[src/rtl/mips_cache_pkg.sv]
// rtl/mips_cache_pkg.sv - shared types and constants for the data-cache bus controller
package mips_cache_pkg;

    // Controller sequencing states
    typedef enum logic [2:0] {
        IDLE   = 3'd0,
        RD_REQ = 3'd1,
        FILL   = 3'd2,
        WR_REQ = 3'd3,
        DONE   = 3'd4
    } ctrl_state_t;

    // Clears the byte offset so every bus access is word aligned
    localparam logic [31:0] WORD_ALIGN = 32'hFFFF_FFFC;

    // Default width of the performance counters
    localparam int CNT_W_DEFAULT = 32;

endpackage

[src/rtl/mips_sat_counter.sv]
// rtl/mips_sat_counter.sv - saturating event counter
module mips_sat_counter #(
    parameter int CNT_W = 32
) (
    input  logic             clk,
    input  logic             rst,
    input  logic             inc,
    output logic [CNT_W-1:0] q
);

    localparam logic [CNT_W-1:0] ALL_ONES = {CNT_W{1'b1}};
    localparam logic [CNT_W-1:0] ONE      = {{(CNT_W-1){1'b0}}, 1'b1};

    // Count qualified events, holding at all-ones instead of wrapping
    always_ff @(posedge clk or posedge rst) begin
        if (rst) begin
            q <= '0;
        end else if (inc && (q != ALL_ONES)) begin
            q <= q + ONE;
        end
    end

endmodule

[src/rtl/mips_cache_controller.sv]
// rtl/mips_cache_controller.sv - miss fill and write-through sequencer between CPU, data cache and memory bus
import mips_cache_pkg::*;

module mips_cache_controller #(
    parameter int WAIT_LIMIT = 0,
    parameter int CNT_W      = CNT_W_DEFAULT
) (
    input  logic             clk,
    input  logic             rst,
    input  logic [31:0]      cpu_addr,
    input  logic             cpu_read,
    input  logic             cpu_write,
    input  logic [31:0]      cpu_writedata,
    input  logic [3:0]       cpu_byteenable,
    output logic             cpu_stall,
    input  logic             cache_stall,
    output logic [31:0]      data_in,
    output logic             data_valid,
    output logic [31:0]      avm_address,
    output logic             avm_read,
    output logic             avm_write,
    output logic [31:0]      avm_writedata,
    output logic [3:0]       avm_byteenable,
    input  logic             avm_waitrequest,
    input  logic [31:0]      avm_readdata,
    output logic             bus_err,
    output logic [CNT_W-1:0] miss_cnt,
    output logic [CNT_W-1:0] wr_cnt
);

    // Last permitted wait cycle index; unused when the watchdog is off
    localparam logic [31:0] WAIT_LAST = 32'(WAIT_LIMIT - 1);
    localparam bit          WDOG_ON   = (WAIT_LIMIT != 0);

    ctrl_state_t state;
    logic        lat_write;
    logic [31:0] lat_wdata;
    logic [3:0]  lat_be;
    logic [31:0] wait_cnt;
    logic        timeout;

    assign timeout = WDOG_ON && avm_waitrequest && (wait_cnt == WAIT_LAST);

    // Stall covers cache misses, active bus phases and an unaccepted store in IDLE.
    // A simultaneous load wins over the store, so the store term is masked by cpu_read.
    assign cpu_stall = cache_stall
                     | (state == RD_REQ) | (state == FILL) | (state == WR_REQ)
                     | ((state == IDLE) & cpu_write & ~cpu_read);

    // Sequencer: latches the request, drives registered bus/fill outputs, runs the watchdog
    always_ff @(posedge clk or posedge rst) begin
        if (rst) begin
            state          <= IDLE;
            lat_write      <= 1'b0;
            lat_wdata      <= '0;
            lat_be         <= '0;
            wait_cnt       <= '0;
            avm_address    <= '0;
            avm_read       <= 1'b0;
            avm_write      <= 1'b0;
            avm_writedata  <= '0;
            avm_byteenable <= '0;
            data_in        <= '0;
            data_valid     <= 1'b0;
            bus_err        <= 1'b0;
        end else begin
            case (state)
                IDLE: begin
                    if (cpu_read && cache_stall) begin
                        lat_write      <= 1'b0;
                        avm_address    <= cpu_addr & WORD_ALIGN;
                        avm_byteenable <= 4'hF;
                        avm_read       <= 1'b1;
                        wait_cnt       <= '0;
                        state          <= RD_REQ;
                    end else if (cpu_write && !cpu_read) begin
                        lat_write   <= 1'b1;
                        lat_wdata   <= cpu_writedata;
                        lat_be      <= cpu_byteenable;
                        avm_address <= cpu_addr & WORD_ALIGN;
                        wait_cnt    <= '0;
                        if (cache_stall) begin
                            avm_byteenable <= 4'hF;
                            avm_read       <= 1'b1;
                            state          <= RD_REQ;
                        end else begin
                            avm_writedata  <= cpu_writedata;
                            avm_byteenable <= cpu_byteenable;
                            avm_write      <= 1'b1;
                            state          <= WR_REQ;
                        end
                    end
                end
                RD_REQ: begin
                    if (!avm_waitrequest) begin
                        avm_read   <= 1'b0;
                        data_in    <= avm_readdata;
                        data_valid <= 1'b1;
                        state      <= FILL;
                    end else if (timeout) begin
                        avm_read <= 1'b0;
                        bus_err  <= 1'b1;
                        state    <= DONE;
                    end else begin
                        wait_cnt <= wait_cnt + 32'd1;
                    end
                end
                FILL: begin
                    data_valid <= 1'b0;
                    data_in    <= '0;
                    if (lat_write) begin
                        avm_writedata  <= lat_wdata;
                        avm_byteenable <= lat_be;
                        avm_write      <= 1'b1;
                        wait_cnt       <= '0;
                        state          <= WR_REQ;
                    end else begin
                        state <= DONE;
                    end
                end
                WR_REQ: begin
                    if (!avm_waitrequest) begin
                        avm_write <= 1'b0;
                        state     <= DONE;
                    end else if (timeout) begin
                        avm_write <= 1'b0;
                        bus_err   <= 1'b1;
                        state     <= DONE;
                    end else begin
                        wait_cnt <= wait_cnt + 32'd1;
                    end
                end
                default: begin
                    state <= IDLE;
                end
            endcase
        end
    end

    mips_sat_counter #(.CNT_W(CNT_W)) u_miss_cnt (
        .clk (clk),
        .rst (rst),
        .inc (state == FILL),
        .q   (miss_cnt)
    );

    mips_sat_counter #(.CNT_W(CNT_W)) u_wr_cnt (
        .clk (clk),
        .rst (rst),
        .inc ((state == WR_REQ) && !avm_waitrequest),
        .q   (wr_cnt)
    );

endmodule

[config.mk]
export PLATFORM = sky130hd
export DESIGN_NAME = mips_cache_controller
export DESIGN_NICKNAME = d
export VERILOG_FILES = /design/src/rtl/mips_cache_pkg.sv /design/src/rtl/mips_sat_counter.sv /design/src/rtl/mips_cache_controller.sv
export SDC_FILE = /design/constraint.sdc
export NUM_CORES = 1
export LEC_CHECK = 0
export ABC_AREA = 1
export BUFFER_PORTS_ARGS = -buffer_cell sky130_fd_sc_hd__buf_2
export CAP_MARGIN = 20
export CORE_ASPECT_RATIO = 0.5
export CORE_UTILIZATION = 59
export CTS_BUF_LIST = sky130_fd_sc_hd__clkbuf_8
export DETAILED_ROUTE_END_ITERATION = 12
export GPL_TIMING_DRIVEN = 0
export PLACE_DENSITY = 0.88
export SYNTH_ARGS = -nofsm -noshare
export SYNTH_HDL_FRONTEND = slang
export SYNTH_SLANG_ARGS = --single-unit
[constraint.sdc]
create_clock -name clk -period 12.7 [get_ports clk]
set_clock_uncertainty 0.1 [all_clocks]
set_input_delay 1.27 -clock clk [delete_from_list [all_inputs] [get_ports clk]]
set_output_delay 1.27 -clock clk [all_outputs]
set_load 0.01 [all_outputs]
==> results of run 1 <==
[cells in the mapped netlist (all sizes together)]
master	count	area [µm²]
a21oi	42	225
nor3b	1	7.51
buf	38	235
nand2	602	2280
nand4	7	43.8
ha	2	25.0
or2	2	12.5
conb	1	3.75
nand3	72	360
nand3b	7	52.6
xor2	12	105
xnor2	10	87.6
inv	137	517
dfrtp	205	5130
o21ai	89	445
clkbuf	12	45.0
mux2	1	11.3
nor3	2	15.0
nor2	160	623
[cells by family (layout without fill, tap and decap cells)]
kind of cell	after synthesis	count (layout)	share of synthesized area (%)
compound gates	131	131	6.56
flops	205	205	50.2
xor+xnor	22	22	1.88
mux	1	1	0.110
fa+ha+maj	2	2	0.245
other cells	1	3	0.0367
simple gates	853	853	33.2
buf+inv	187	509	7.79
[cell type report]
| class | instances | area share [%] |
|---|---|---|
| Sequential cell | 205 | 41.0 |
| Multi-Input combinational cell | 1012 | 34.4 |
| Timing Repair Buffer | 270 | 11.0 |
| Inverter | 137 | 4.19 |
| Clock buffer | 36 | 3.96 |
| Tap cell | 227 | 2.27 |
| Buffer | 50 | 2.24 |
| Clock inverter | 16 | 1.02 |
[how the worst max path moves through the flow]
stage                                        endpoint  startpoint  cells after the start
after detailed placement                    cpu_stall    cpu_read                      6
after global routing                        cpu_stall    cpu_read                      6
after global placement      u_wr_cnt.q[0]$_DFFE_PP0P_         rst                      2
after floorplan           avm_address[10]$_DFFE_PP0P_         rst                      1
final                                       cpu_stall    cpu_read                      6
after CTS                                   cpu_stall    cpu_read                      6
[power by group through the flow]
stage / clock [µW] / sequential, µW / combinational (µW)
floorplan: 0 / 1070 / 501
global placement: 0 / 995 / 888
detailed placement: 0 / 1010 / 930
CTS: 562 / 998 / 939
finish: 557 / 1000 / 937
global route: 589 / 1020 / 1050
[registers in the layout, summed over array words and instances (netlist names), 3 cells and up]
signal and cells:
avm_writedata 32, data_in 32, lat_wdata 32, u_miss_cnt.q 32, u_wr_cnt.q 32, avm_address 30
avm_byteenable 4, lat_be 4, state 3
[layer usage]
metal  global-route usage, %  up-vias  routed length [µm]  part of all wire [%]
met4                    11.1        0                 852                   3.0
met2                    53.3      397               13000                    46
met5                       0        -                   0                     0
met1                    41.4     4734               12200                    43
met3                    5.63       79                1990                   7.1
li1                        -     4922                   -                     -
[worst max-delay path, cell delays in order]
cell	delay (ns)
buf_2	0.09
inv_1	0.04
nand2_1	0.07
a21oi_1	0.08
or2_2	0.27
buf_2	0.15
[per-stage QoR]
stage	hold WS, ns	total power (µW)
4_1_cts	0.368	2500
6_report	0.367	2490
3_3_place_gp	0.349	1880
2_1_floorplan	0.353	1570
3_5_place_dp	0.353	1940
5_1_grt	0.387	2660
==> reports/results.ini, run 1 <==
[run_status]
status=complete, no violations

[setup_path]
r2r_cells=11
required_ns=11.33
crit_path_start_kind=primary input
reg2reg_to=u_miss_cnt.q[12]$_DFFE_PP0P_
r2r_start=u_miss_cnt.q[0]$_DFFE_PP0P_
regToRegSetupSlack_ns=10.47
crit_path_end_kind=output port
crit_arrival_ns=1.96
cp_max_fo=2
crit_type=in -> out

[synthesis]
netlist_instances=1402
synth_warnings=0
syn_area_mm2=0.0102
ys_seq_area_share_pct=50.2
synth_cell_types=32
avgSynthCellArea_um2=7.29
ys_ff_latch=205

[timing]
hold_viol_final=0
period_minus_slack_ns=3.33
max_slew_margin_pct=56.9
finalSetupViolCount=0
final_max_slew_viol_count=0
timing.final.ws_setup_ns=9.37
max_freq_mhz=300
finalCritPeriodShare_pct=26.2
tightest_slew_ns=0.647
rsz0062_at_grt=false
final.setup.tns_ns=0

[hold_path]
min_path_cells=2
hold_class=reg -> reg
hp-start=avm_address[16]$_DFFE_PP0P_
hold_path_end=avm_address[16]$_DFFE_PP0P_

[cells_and_area]
final_common_cell=nand2_1
antenna_cells=0
syn_to_final_growth_pct=22.5
final_cells=1953
final_nets=1813
regArea_mm2=0.00513
multi_input_area_mm2=0.00431
layout_common_cells=nand2_1, buf_2, dfrtp_1
drive_above_1_share_pct=21.4
fillers=1320
postLayoutCoreUtil_pct=75.2
finish.instance_area_mm2=0.0125

[routing]
vias=10100
drc=0
drt-pass1-iter-count=5
postRouteAntennaNets=0
viasPerCell=5.19
detail_route.iter0.violations=677
wire_per_inst_um=14.4
wl_um=28000

[global_routing]
grt_usage_pct=31.5
grt_max_degree=112
grt_pass1_vias=9440
grt_pass1_wl_um=45600
grt_overflow=0
grt_antenna_before_repair=1

[die]
initial_core_util_pct=61.4
row_count=33
io_pins=275
core_mm2=0.0166
die_w_um=188
die_y_um=95.1
dieArea_mm2=0.0179

[clocking]
ctsResizeCount=0
post_cts_buffers=0
cts.sinks=205
cts_root_buf=clkbuf_8
holdBufCountCts=0
cts_buffers=29
path_clk_slew_ns=0.06
clock_path_buffers=3
cts_tree=yes
h-tree-depth=1
clock_latency_ns=0.57

[pwr]
switching_power_uw=987
swShare_pct=39.6
p_leak_uw=0.00687
p_int_uw=1510
combPwrFrac_pct=37.6
peakVddDrop_mv=0.135
seqPwrFrac_pct=40.1
power.density_mw_per_mm2=199
power_frac_clock_pct=22.3

[placement]
routabilityCongestion=0.959
io_buffers=269
placedInstanceArea_mm2=0.0119
dp_hpwl_um=20600
place_ws_ns=9.37
placed_cells=1901

[run]
max_cap_viol_count=0

(Power assumes the default switching activity.)
==> inputs of run 2 (changes only) <==
--- a/config.mk
+++ b/config.mk
@@ -5,15 +5,15 @@
 export SDC_FILE = /design/constraint.sdc
 export NUM_CORES = 1
 export LEC_CHECK = 0
-export ABC_AREA = 1
+export ABC_AREA = 0
 export BUFFER_PORTS_ARGS = -buffer_cell sky130_fd_sc_hd__buf_2
 export CAP_MARGIN = 20
 export CORE_ASPECT_RATIO = 0.5
-export CORE_UTILIZATION = 59
+export CORE_UTILIZATION = 53
 export CTS_BUF_LIST = sky130_fd_sc_hd__clkbuf_8
 export DETAILED_ROUTE_END_ITERATION = 12
 export GPL_TIMING_DRIVEN = 0
-export PLACE_DENSITY = 0.88
+export PLACE_DENSITY = 0.82
 export SYNTH_ARGS = -nofsm -noshare
 export SYNTH_HDL_FRONTEND = slang
 export SYNTH_SLANG_ARGS = --single-unit
==> constraint.sdc (replaced) <==
create_clock -name clk -period 3.2 [get_ports clk]
set_clock_uncertainty 0.1 [all_clocks]
set_input_delay 0.32 -clock clk [delete_from_list [all_inputs] [get_ports clk]]
set_output_delay 0.32 -clock clk [all_outputs]
set_load 0.01 [all_outputs]
==> run 2 against run 1 <==
Compared with the run above:
- non-clock buffer count increased by 93
- global-route usage down 1.8 points
- critical endpoint is now avm_writedata[2]$_DFFE_PP0P_
- core utilization is 1.5 points higher
==> reports/results.ini, run 2 <==
[timing]
final_max_slew_viol_count=0
period_minus_slack_ns=2.54
hold_viol_final=0
rsz0062_at_grt=false
tightest_slew_ns=0.842
max_freq_mhz=394
max_slew_margin_pct=43.9
finalSetupViolCount=0
finalCritPeriodShare_pct=79.4

[setup_path]
crit_arrival_ns=2.84
crit_chain=buf_4 > or4b_1 > a21oi_1 > nand2b_1 > clkbuf_1 > clkbuf_1 > nand2_1 > o21ai_0
cp_common_cell=clkbuf_1
crit_type=reg -> reg
regToRegSetupSlack_ns=0.66
r2r_cells=8
crit_path_end_kind=register
reg2reg_to=avm_writedata[2]$_DFFE_PP0P_
cp_max_fo=10
path_buf_inv=3
crit_path_start_kind=register
crit_family=simple AND/OR/NAND/NOR gates
critPathMaxStageDelay_ns=0.56
r2r_start=state[1]$_DFFE_PP0P_
required_ns=3.50
slowest_stage=or4b_1

[cells_and_area]
drive_above_1_share_pct=33.8
antenna_cells=0
layout_common_cells=buf_2, dfrtp_1, nand2_1
syn_to_final_growth_pct=37.8
final_common_cell=buf_2
final_cells=1421
postLayoutCoreUtil_pct=76.7
final_nets=1289

[clocking]
path_clk_slew_ns=0.07
cts.sinks=205
cts_buffers=29
post_cts_buffers=0
cts_tree=yes
clock_path_buffers=3
cts_root_buf=clkbuf_8
clock_latency_ns=0.54
h-tree-depth=1

[synthesis]
yosys.area.top_type=dfrtp_1
synth-async-reset-ratio_pct=100
synth_edf_count=0
synth_adder_area_share_pct=0.284
synth.top_cell.area_share_pct=58.2
synth-simple-area-share_pct=14.8
yosys-top-cells-count=dfrtp_1, nand2_1, o21ai_0
yosysMostFrequentCell=dfrtp_1
muxShareOfSynthArea_pct=12.5
netlist_instances=775
avgSynthCellArea_um2=11.4
synth_warnings=0
ys_ff_latch=205
synthXorXnorAreaFrac_pct=6.07
yosys-top-cells-area=dfrtp_1, mux2_2, nand2_1, o21ai_0, xnor2_1
synth_cell_types=50
synthFlopType=dfrtp_1
syn_area_mm2=0.00881
ys_seq_area_share_pct=58.2
synth_top_family_by_area=simple AND/OR/NAND/NOR gates
synth-compound-area-share_pct=5.84

[routing]
drt-pass1-iter-count=7
detail_route.iter0.violations=571
drc=0
wl_um=25500
postRouteAntennaNets=0
wire_per_inst_um=18.0
viasPerCell=5.50
vias=7810

[pwr]
power_frac_clock_pct=21.3
peakVddDrop_mv=0.537
seqPwrFrac_pct=41.6
switching_power_uw=3690
swShare_pct=37.0
p_int_uw=6270
p_leak_uw=0.00611
combPwrFrac_pct=37.1
power.density_mw_per_mm2=820
total_power_uw=9960

[hold_path]
hp-start=avm_waitrequest
min_path_cells=3
hold_class=in -> reg
hold_path_end=state[0]$_DFFE_PP0P_

[die]
dieArea_mm2=0.0172
io_pins=275
core_mm2=0.0158
die_y_um=93.2
die_w_um=184
initial_core_util_pct=55.7
row_count=32

[placement]
routabilityCongestion=0.863
dp_hpwl_um=16300
placed_cells=1270
io_buffers=267

[global_routing]
grt_pass1_vias=7846
grt_pass1_wl_um=39800
grt_antenna_before_repair=0
grt_max_degree=44
grt_usage_pct=29.7
grt_overflow=0

[run_status]
status=complete, no violations

[run]
max_cap_viol_count=0

run 2: changes by cell type after synthesis, moves of 10 or more:
| cell | delta |
|---|---|
| nand2_1 | -470 |
| nor2_1 | -134 |
| inv_1 | -126 |
| mux2_2 | +67 |
| nand3_1 | -40 |
| mux2i_1 | +32 |
| a21oi_1 | -31 |
| xnor2_1 | +30 |
| nor3_1 | +14 |
| buf_2 | -12 |
| nand4_1 | +12 |
| clkbuf_1 | +11 |
| and3_1 | +10 |
| o21ai_1 | -10 |
run 2: metal layers:
layer / global-route usage (%) / routed length (µm) / up-vias
li1: - / - / 3494
met4: 16.3 / 1210 / 0
met2: 50.2 / 12500 / 378
met1: 36.3 / 10300 / 3838
met5: 0 / 0 / -
met3: 5.65 / 1570 / 100
run 2: final cells by class:
| type | count | area, µm² |
|---|---|---|
| sequential | 205 | 5130 |
| fill | 977 | 3680 |
| multi-input combinational | 526 | 3490 |
| timing repair buffer | 373 | 2450 |
| clock buffer | 34 | 468 |
| tap | 221 | 277 |
| buffer | 40 | 175 |
| clock inverter | 16 | 119 |
| inverter | 6 | 26.3 |
run 2: stage by stage:
stage	area (µm²)	setup slack (ns)	setup TNS, ns	hold slack, ns
after floorplan	8820	0.122	0	0.328
after global placement	10400	-0.972	-198.15	0.358
after detailed placement	10500	0.740	0	0.241
after CTS	12100	0.740	0	0.0283
after global routing	12100	0.498	0	0.0870
final	12100	0.659	0	0.0737
run 2: worst max-delay path by stage:
stage | start | to | slack [ns] | cells past startpoint
floorplan | rst | avm_address[10]$_DFFE_PP0P_ | 0.12 | 1
global placement | rst | avm_writedata[14]$_DFFE_PP0P_ | -0.97 | 2
detailed placement | state[0]$_DFFE_PP0P_ | lat_wdata[1]$_DFFE_PP0P_ | 0.74 | 5
CTS | state[0]$_DFFE_PP0P_ | lat_wdata[1]$_DFFE_PP0P_ | 0.74 | 5
global route | state[0]$_DFFE_PP0P_ | lat_be[0]$_DFFE_PP0P_ | 0.50 | 5
finish | state[1]$_DFFE_PP0P_ | avm_writedata[2]$_DFFE_PP0P_ | 0.66 | 8
run 2: cells by family (layout without fill, tap and decap cells):
family	after synthesis	after routing
XOR/XNOR	61	61
buffers and inverters	46	469
multiplexers	101	101
AO/OA/AOI/OAI	96	96
adder cells (fa/ha/maj)	2	2
flip-flops	205	205
other	1	3
AND/OR/NAND/NOR	263	263
run 2: power groups by stage:
stage / clock, µW / sequential, µW / combinational, µW
finish: 2120 / 4140 / 3690
floorplan: 0 / 4360 / 1820
CTS: 2140 / 4080 / 3610
global route: 2280 / 4230 / 4030
detailed placement: 0 / 4120 / 3490
global placement: 0 / 4050 / 3340
run 2: timing repair:
item | in CTS | in global routing
gates resized for setup | 0 | 0
hold endpoints to repair | 139 | 0
hold buffers | 101 | 0
setup endpoints to repair | 0 | 0
run 2: worst register-to-register path, stage by stage (launching register included):
cell	delay, ns
dfrtp_1	0.37
buf_4	0.17
or4b_1	0.56
a21oi_1	0.31
nand2b_1	0.09
clkbuf_1	0.23
clkbuf_1	0.32
nand2_1	0.15
o21ai_0	0.10
==> inputs of run 3 (changes only) <==
==> constraint.sdc (replaced) <==
create_clock -name clk -period 2.55 [get_ports clk]
set_clock_uncertainty 0.1 [all_clocks]
set_input_delay 0.255 -clock clk [delete_from_list [all_inputs] [get_ports clk]]
set_output_delay 0.255 -clock clk [all_outputs]
set_load 0.01 [all_outputs]
==> run 3 against run 2 <==
Compared with the run above:
- non-clock buffer count is 1 higher
- power is 26% higher
- core utilization is 0.20 points higher
- setup slack worse by 0.61 ns
- via count is 0.56% higher
- sequential share of layout area is 0.11 points lower
- cell count hardly changed
- sequential power is 26% higher
- routed wire length is 0.92% higher
- clock power is 26% higher
- clock-buffer cell count stayed put
- die area stayed put
- critical endpoint is now avm_writedata[22]$_DFFE_PP0P_
==> reports/results.ini, run 3 (synthesis results as in run 2) <==
[run_status]
status=complete, no violations

[pwr]
power.density_mw_per_mm2=1030
p_int_uw=7890
seqPwrFrac_pct=41.5
p_leak_uw=0.00613
peakVddDrop_mv=0.675
switching_power_uw=4650
power_frac_clock_pct=21.3
combPwrFrac_pct=37.2
swShare_pct=37.1
total_power_uw=12500

[setup_path]
slowest_stage=or4b_1
crit_arrival_ns=2.84
crit_chain=buf_4 > or4b_1 > a21oi_1 > nand2b_1 > clkbuf_1 > clkbuf_2 > o21ai_0
cp_max_fo=10
crit_path_end_kind=register
required_ns=2.89
critPathMaxStageDelay_ns=0.55
crit_path_start_kind=register
crit_type=reg -> reg

[cells_and_area]
syn_to_final_growth_pct=38.2
final_cells=1422
antenna_cells=0
fillers=965
postLayoutCoreUtil_pct=76.9
final_common_cell=buf_2
layout_common_cells=buf_2, dfrtp_1, nand2_1
finish.instance_area_mm2=0.0122
drive_above_1_share_pct=34.6
final_nets=1290

[global_routing]
grt_overflow=0
grt_pass1_vias=7942
grt_max_degree=44
grt_pass1_wl_um=40300
grt_antenna_before_repair=0
grt_usage_pct=30.0

[clocking]
clock_path_buffers=3
cts_tree=yes
clock_latency_ns=0.55
h-tree-depth=1
cts.sinks=205
cts_buffers=29
cts_root_buf=clkbuf_8
path_clk_slew_ns=0.07

[placement]
io_buffers=267
routabilityCongestion=0.863
dp_hpwl_um=16300
placedInstanceArea_mm2=0.0105
placed_cells=1270

[die]
io_pins=275
initial_core_util_pct=55.7
die_w_um=184
die_y_um=93.2
core_mm2=0.0158
dieArea_mm2=0.0172
row_count=32

[timing]
max_slew_margin_pct=41.8
finalSetupViolCount=0
hold_viol_final=0
tightest_slew_ns=0.873
final_max_slew_viol_count=0
finalCritPeriodShare_pct=98.2
final.setup.tns_ns=0
period_minus_slack_ns=2.50
max_freq_mhz=399

[routing]
vias=7854
top_layer=met4
wl_met1_um=10300
viasPerCell=5.52
wl_um=25800
postRouteAntennaNets=0
wl_met2_um=12600
detail_route.iter0.violations=539
wire_per_inst_um=18.1
met3_length_um=1580
drc=0
drt-pass1-iter-count=5

[run]
max_cap_viol_count=0

[hold_path]
hold_class=in -> async

[run 3: changes by cell type in the layout (fill, tap and decap cells not counted)]
cell,before,now
dlygate4sd3_1,101,102
nor3_2,1,2
nor3_1,15,14
a31oi_1,2,1
clkbuf_1,23,17
clkbuf_2,0,6
a31oi_2,0,1
nand2_1,126,125
nand2_2,0,1
[run 3: worst max-delay path, delay by kind of cell (launching register included)]
kind	cells	cell delay, ns
buf+inv	3	0.67
compound gates	2	0.61
simple gates	2	0.64
flops	1	0.37
[run 3: repair_timing]
action | in CTS | in global routing
hold endpoints to repair | 270 | 0
resized for setup | 0 | 15
hold buffers | 102 | 0
setup endpoints to repair | 0 | 85
buffers inserted | 0 | 0
[run 3: path summary, 6_finish.rpt]
check,from,end,slack (ns),cells past startpoint
min in group clk,cache_stall,avm_read$_DFFE_PP0P_,0.16,3
worst min-delay path,rst,u_wr_cnt.q[9]$_DFFE_PP0P_,0.15,3
worst max-delay path,state[1]$_DFFE_PP0P_,avm_writedata[22]$_DFFE_PP0P_,0.05,7
worst max register to register,state[1]$_DFFE_PP0P_,avm_writedata[22]$_DFFE_PP0P_,0.05,7
max in group asynchronous,rst,avm_writedata[17]$_DFFE_PP0P_,1.18,6
worst min register to register,avm_writedata[0]$_DFFE_PP0P_,avm_writedata[0]$_DFFE_PP0P_,0.37,2
[run 3: routing by layer]
layer | up-vias | GRT usage, %
met4 | 0 | 17.2
met5 | - | 0
li1 | 3499 | -
met2 | 354 | 51.0
met1 | 3889 | 36.3
met3 | 112 | 5.45
[run 3: power by group through the flow]
stage	logic (µW)	clock network, µW	registers (µW)
2_1_floorplan	2280	0	5480
3_3_place_gp	4190	0	5090
3_5_place_dp	4380	0	5160
4_1_cts	4530	2690	5120
5_1_grt	5080	2860	5320
6_report	4670	2670	5200
[run 3: layout make-up]
class / count / area (µm²) / share of cell area (%)
flip-flops and latches: 205 / 5130 / 42.2
multi-input cells: 526 / 3500 / 28.8
repair buffers: 374 / 2460 / 20.3
clock buffers: 34 / 468 / 3.85
well taps: 221 / 277 / 2.27
plain buffers: 40 / 183 / 1.50
clock inverters: 16 / 119 / 0.977
inverters: 6 / 26.3 / 0.216
[run 3: through the flow]
| stage | setup slack, ns | hold WS (ns) |
|---|---|---|
| 5_1_grt | -0.00686 | 0.158 |
| 3_3_place_gp | -1.56 | 0.358 |
| 2_1_floorplan | -0.463 | 0.263 |
| 6_report | 0.0464 | 0.146 |
| 4_1_cts | 0.0902 | 0.0905 |
| 3_5_place_dp | 0.0899 | 0.176 |
